## src/rtl/adc_sar_ctrl.sv

```systemverilog
`default_nettype none
// ============================================================================
// adc_sar_ctrl : SAR ADC conversion sequencer (sample, per-bit settle/decide,
//                valid/ready result). Define ADC_SAR_COMP_SYNC_EN for a 2-flop
//                comparator synchroniser.                          Rev 1.0
// ============================================================================
module adc_sar_ctrl #(
  parameter int WIDTH         = 10,
  parameter int SAMPLE_CYCLES = 4,
  parameter int SETTLE_CYCLES = 2
) (
  input  logic             CLK,
  input  logic             RESET,
  input  logic             START,
  output logic             BUSY,
  output logic             SAMPLE,
  output logic [WIDTH-1:0] DAC_CODE,
  input  logic             COMP,
  output logic [WIDTH-1:0] DATA_OUT,
  output logic             DATA_VALID,
  input  logic             DATA_READY
);

`ifdef ADC_SAR_COMP_SYNC_EN
  localparam int SYNC_STAGES = 2;
`else
  localparam int SYNC_STAGES = 0;
`endif

  localparam int SETTLE_LEN = SETTLE_CYCLES + SYNC_STAGES;
  localparam int CNT_MAX    = (SAMPLE_CYCLES > SETTLE_LEN) ? SAMPLE_CYCLES : SETTLE_LEN;
  localparam int CNT_W      = $clog2(CNT_MAX + 1);
  localparam int IDX_W      = $clog2(WIDTH);

  localparam logic [CNT_W-1:0] SAMP_LAST   = CNT_W'(SAMPLE_CYCLES - 1);
  localparam logic [CNT_W-1:0] SETTLE_LAST = CNT_W'(SETTLE_LEN - 1);
  localparam logic [IDX_W-1:0] IDX_MSB     = IDX_W'(WIDTH - 1);

  typedef enum logic [2:0] {
    S_IDLE   = 3'd0,
    S_SAMP   = 3'd1,
    S_SETTLE = 3'd2,
    S_DECIDE = 3'd3,
    S_DONE   = 3'd4
  } state_t;

  state_t           state_q, state_d;
  logic [CNT_W-1:0] cnt_q, cnt_d;
  logic [IDX_W-1:0] idx_q, idx_d;
  logic [WIDTH-1:0] result_q, result_d;
  logic [WIDTH-1:0] data_out_q, data_out_d;
  logic [WIDTH-1:0] dac_q, dac_d;
  logic             sample_q, sample_d;
  logic             busy_q, busy_d;
  logic             valid_q, valid_d;
  logic [WIDTH-1:0] trial;
  logic             comp_s;

`ifdef ADC_SAR_COMP_SYNC_EN
  logic comp_meta_q, comp_meta_d;
  logic comp_sync_q, comp_sync_d;

  always_comb begin
    comp_meta_d = COMP;
    comp_sync_d = comp_meta_q;
  end

  always_ff @(posedge CLK or posedge RESET) begin
    if (RESET) begin
      comp_meta_q <= 1'b0;
      comp_sync_q <= 1'b0;
    end else begin
      comp_meta_q <= comp_meta_d;
      comp_sync_q <= comp_sync_d;
    end
  end

  assign comp_s = comp_sync_q;
`else
  assign comp_s = COMP;
`endif

  always_comb begin
    state_d    = state_q;
    cnt_d      = cnt_q;
    idx_d      = idx_q;
    result_d   = result_q;
    data_out_d = data_out_q;
    trial      = result_q | (WIDTH'(1) << idx_q);

    case (state_q)
      S_IDLE: begin
        cnt_d = '0;
        if (START) state_d = S_SAMP;
      end
      S_SAMP: begin
        result_d = '0;
        idx_d    = IDX_MSB;
        if (cnt_q == SAMP_LAST) begin
          state_d = S_SETTLE;
          cnt_d   = '0;
        end else begin
          cnt_d = cnt_q + CNT_W'(1);
        end
      end
      S_SETTLE: begin
        if (cnt_q == SETTLE_LAST) begin
          state_d = S_DECIDE;
          cnt_d   = '0;
        end else begin
          cnt_d = cnt_q + CNT_W'(1);
        end
      end
      S_DECIDE: begin
        // Bit i is still clear in result_q, so COMP=0 simply leaves it clear.
        result_d = comp_s ? trial : result_q;
        if (idx_q == '0) begin
          state_d    = S_DONE;
          data_out_d = result_d;
        end else begin
          idx_d   = idx_q - IDX_W'(1);
          state_d = S_SETTLE;
        end
      end
      S_DONE: begin
        if (DATA_READY) state_d = S_IDLE;
      end
      default: state_d = S_IDLE;
    endcase

    // Outputs are decoded from the next state so the pins come straight off flops.
    dac_d    = '0;
    sample_d = 1'b0;
    busy_d   = (state_d != S_IDLE);
    valid_d  = (state_d == S_DONE);
    case (state_d)
      S_SAMP:            sample_d = 1'b1;
      S_SETTLE, S_DECIDE: dac_d   = result_d | (WIDTH'(1) << idx_d);
      S_DONE:            dac_d    = result_d;
      default:           dac_d    = '0;
    endcase
  end

  always_ff @(posedge CLK or posedge RESET) begin
    if (RESET) begin
      state_q    <= S_IDLE;
      cnt_q      <= '0;
      idx_q      <= '0;
      result_q   <= '0;
      data_out_q <= '0;
      dac_q      <= '0;
      sample_q   <= 1'b0;
      busy_q     <= 1'b0;
      valid_q    <= 1'b0;
    end else begin
      state_q    <= state_d;
      cnt_q      <= cnt_d;
      idx_q      <= idx_d;
      result_q   <= result_d;
      data_out_q <= data_out_d;
      dac_q      <= dac_d;
      sample_q   <= sample_d;
      busy_q     <= busy_d;
      valid_q    <= valid_d;
    end
  end

  assign BUSY       = busy_q;
  assign SAMPLE     = sample_q;
  assign DAC_CODE   = dac_q;
  assign DATA_OUT   = data_out_q;
  assign DATA_VALID = valid_q;

endmodule
`default_nettype wire

```

## config.mk

```make
export PLATFORM = sky130hd
export DESIGN_NAME = adc_sar_ctrl
export DESIGN_NICKNAME = d
export VERILOG_FILES = /design/src/rtl/adc_sar_ctrl.sv
export SDC_FILE = /design/constraint.sdc
export NUM_CORES = 1
export LEC_CHECK = 0
export ABC_AREA = 1
export ABC_CLOCK_PERIOD_IN_PS = 2900
export BUFFER_PORTS_ARGS = -buffer_cell sky130_fd_sc_hd__buf_2
export CAP_MARGIN = 10
export CORE_AREA = 2 2 80 82
export DETAILED_ROUTE_END_ITERATION = 8
export DIE_AREA = 0 0 82 84
export GPL_TIMING_DRIVEN = 0
export PLACE_DENSITY = 0.56
export SETUP_SLACK_MARGIN = 0.02
export SYNTH_ARGS = -nofsm -noshare
export SYNTH_HDL_FRONTEND = slang
export SYNTH_SLANG_ARGS = --single-unit
```

## constraint.sdc

```tcl
create_clock -name CLK -period 2.9 [get_ports CLK]
set_clock_uncertainty 0.15 [all_clocks]
set_input_delay 0.29 -clock CLK [delete_from_list [all_inputs] [get_ports CLK]]
set_output_delay 0.29 -clock CLK [all_outputs]
set_load 0.02 [all_outputs]
```

==> flow_summary.toml <==
[logic_synthesis]
synth_top_family_by_area = "simple AND/OR/NAND/NOR gates"
avgSynthCellArea_sq_um = 8.706
muxShareOfSynthArea = 0
synth_fa_ha_area_frac = 0.05963
synth_xor_area_frac = 0
seq_area_frac_synth = 0.5128
synth.net_count = 256
synth-compound-area-share = 0.1097
synth-seq-cells = 43
yosysUniqueCellTypes = 24
yosys.area_share.simple = 0.2493
syn_area_sq_um = 2098
syn_inst = 241
yosys_warnings = 0

[power]
finalPower_uw = 1944
irDropWorstVdd_uv = 246.3
leakage_uw = 0.001333
power-per-cell-area_nw_per_um2 = 786.3

[critical_path]
path_class = "reg -> reg"
cp.arrival_ns = 2.04
path_max_fanout = 10
worst_ep_required_time_ns = 2.94
critPathCaptureType = "flip-flop"
cp-start-kind = "flip-flop"

[final_layout]
antenna_cells = 0
finalNetCount = 292
postLayoutCoreUtil = 0.4056
post_route_cells_drive_above_1_share = 0.2302
area_growth_pct = 17.83

[timing]
rsz0062_at_grt = "false"
setup_viol = 0
final_hold_viol_count = 0
drv_slew = 0
max_freq_ghz = 0.5001
hold_slack_ns = 0.2213
min_period_ns = 2.000
worst_pin_slew_ns = 0.4903
post-route-period-util = 0.6895
timing.final.ws_setup_ns = 0.9004
tns_ns = 0
slew_headroom = 0.6719

[die]
die_w_um = 82
start_util = 0.3442
pin_count = 28
die_area_sq_um = 6888
die_h_um = 84
fp.coreArea_sq_um = 6096
fp-row-count = 29

[clock_network]
cts.sinks = 43
cts-root-buf = "clkbuf_8"
clkLatencyLatePin_ns = 0.29
cts_buffers = 5
cts_tree = "yes"
clk_pin_slew_ns = 0.08
cts_resized = 0
cts.path.max_buffers = 2
htree_num_levels = 2

[grt]
grt_antenna_before_repair = 0
grt_first_pass_wirelength_um = 7555
grt_max_degree = 27
grt_use_total = 0.1431
grt_remaining_overflow = 0
grt_pass1_vias = 1560

[placement]
dp_hpwl_um = 3233
pre_cts_ws_ns = 0.8964
gp_congestion = 0.8197
place.port_buffers = 27

[job]
max_cap_viol_count = 0

[detailed_routing]
vias = 1592
wl_per_cell_um = 12.26
vias_per_cell = 4.485
drc_errors = 0
first_iter_violations = 101
ant_nets = 0
drt_wl_total_um = 4353
drtPass1Iterations = 6

[run_status]
status = "complete, no violations"

[min_path]
hold_path_class = "in -> reg"
[cells by family after synthesis]
family | count (synthesis)
adders and majority gates | 10
and+or+nand+nor | 114
DFF | 43
buffers and inverters | 35
AOI/OAI and AO/OA | 39
[layout by cell type (no fill, tap or decap)]
cell type / n
o21ai_0: 20
nand3_1: 10
nor2_1: 27
a31oi_4: 1
nand2_1: 60
nand2_4: 2
o21ai_1: 2
clkbuf_8: 5
clkinv_4: 1
buf_6: 1
nor2_4: 3
a21oi_1: 5
nor2_2: 5
clkinv_2: 1
buf_2: 30
inv_1: 24
a31oi_1: 8
nand2_2: 2
dfrtp_1: 43
o311ai_0: 1
o211ai_1: 1
nand4_1: 1
inv_2: 6
bufinv_16: 1
buf_12: 1
clkbuf_2: 1
dlygate4sd3_1: 1
ha_1: 10
o21a_1: 1
nand3_2: 4
[where the power goes]
group | internal [uW] | total [uW] | switching, uW
clock | 257 | 470 | 213
sequential | 676 | 731 | 55.0
combinational | 237 | 744 | 506
total | 1170 | 1940 | 775
[flip-flops by register name, indices dropped and copies added, names as in the netlist]
name and count:
DAC_CODE 10, DATA_OUT 10, DATA_VALID 1, idx_q 4, BUSY 1, SAMPLE 1
cnt_q 3, state_q 3, result_q 10
[area by class of cell]
| class | count | area, sq um |
|---|---|---|
| repair buffers | 29 | 165.2 |
| fillers | 632 | 3623 |
| plain buffers | 5 | 31.28 |
| multi-input cells | 163 | 878.3 |
| flip-flops and latches | 43 | 1076 |
| clock inverters | 3 | 43.79 |
| inverters | 30 | 112.6 |
| clock buffers | 5 | 68.82 |
| well taps | 77 | 96.34 |
[Yosys cell counts, drive strengths merged]
cell type / n / area (sq um)
dfrtp: 43 / 1076
ha: 10 / 125.1
o211ai: 1 / 7.510
inv: 30 / 112.6
o21a: 1 / 7.510
nand4: 1 / 6.260
o311ai: 1 / 8.760
nor2: 35 / 166.4
a21oi: 5 / 25.02
clkbuf: 1 / 5.000
nand3: 14 / 90.09
a31oi: 9 / 71.32
buf: 4 / 26.27
nand2: 64 / 260.3
o21ai: 22 / 110.1
[final timing paths]
check                             from     endpoint  slack (ns)  cells past startpoint
hold reg to reg            DATA_OUT[2]  DATA_OUT[2]        0.33                      2
setup / recovery              idx_q[0]  DAC_CODE[7]        0.90                      9
hold / removal                    COMP  DATA_OUT[8]        0.22                      3
setup reg to reg              idx_q[0]  DAC_CODE[7]        0.90                      9
max in group asynchronous        RESET  result_q[4]        1.76                      4
min in group asynchronous        RESET  DATA_OUT[2]        0.38                      3
[what timing repair did]
item	in CTS	in global routing
setup buffers	0	0
hold endpoints to repair	17	0
hold buffers	1	0
[stage by stage]
step	area, sq um	cells
after detailed placement	2350	346
after global placement	2330	345
after global routing	2472	355
final	2472	355
after floorplan	2098	241
after CTS	2472	355
[routing by layer]
layer / track usage / part of all wire / vias up
met4: 0.05000 / 0.013 / 0
met1: 0.2042 / 0.50 / 720
met5: 0 / 0 / -
met3: 0.03030 / 0.042 / 4
li1: - / - / 839
met2: 0.2136 / 0.45 / 29
[critical path, cell delays in order, from the launching register on]
cell,delay [ns]
dfrtp_1,0.43
inv_1,0.19
ha_1,0.29
nand3_2,0.17
nand2_2,0.13
nand2_1,0.09
nor2_4,0.18
nand2_4,0.12
nand2_1,0.08
nand2_1,0.07
Power figures use the tool's default switching activity.
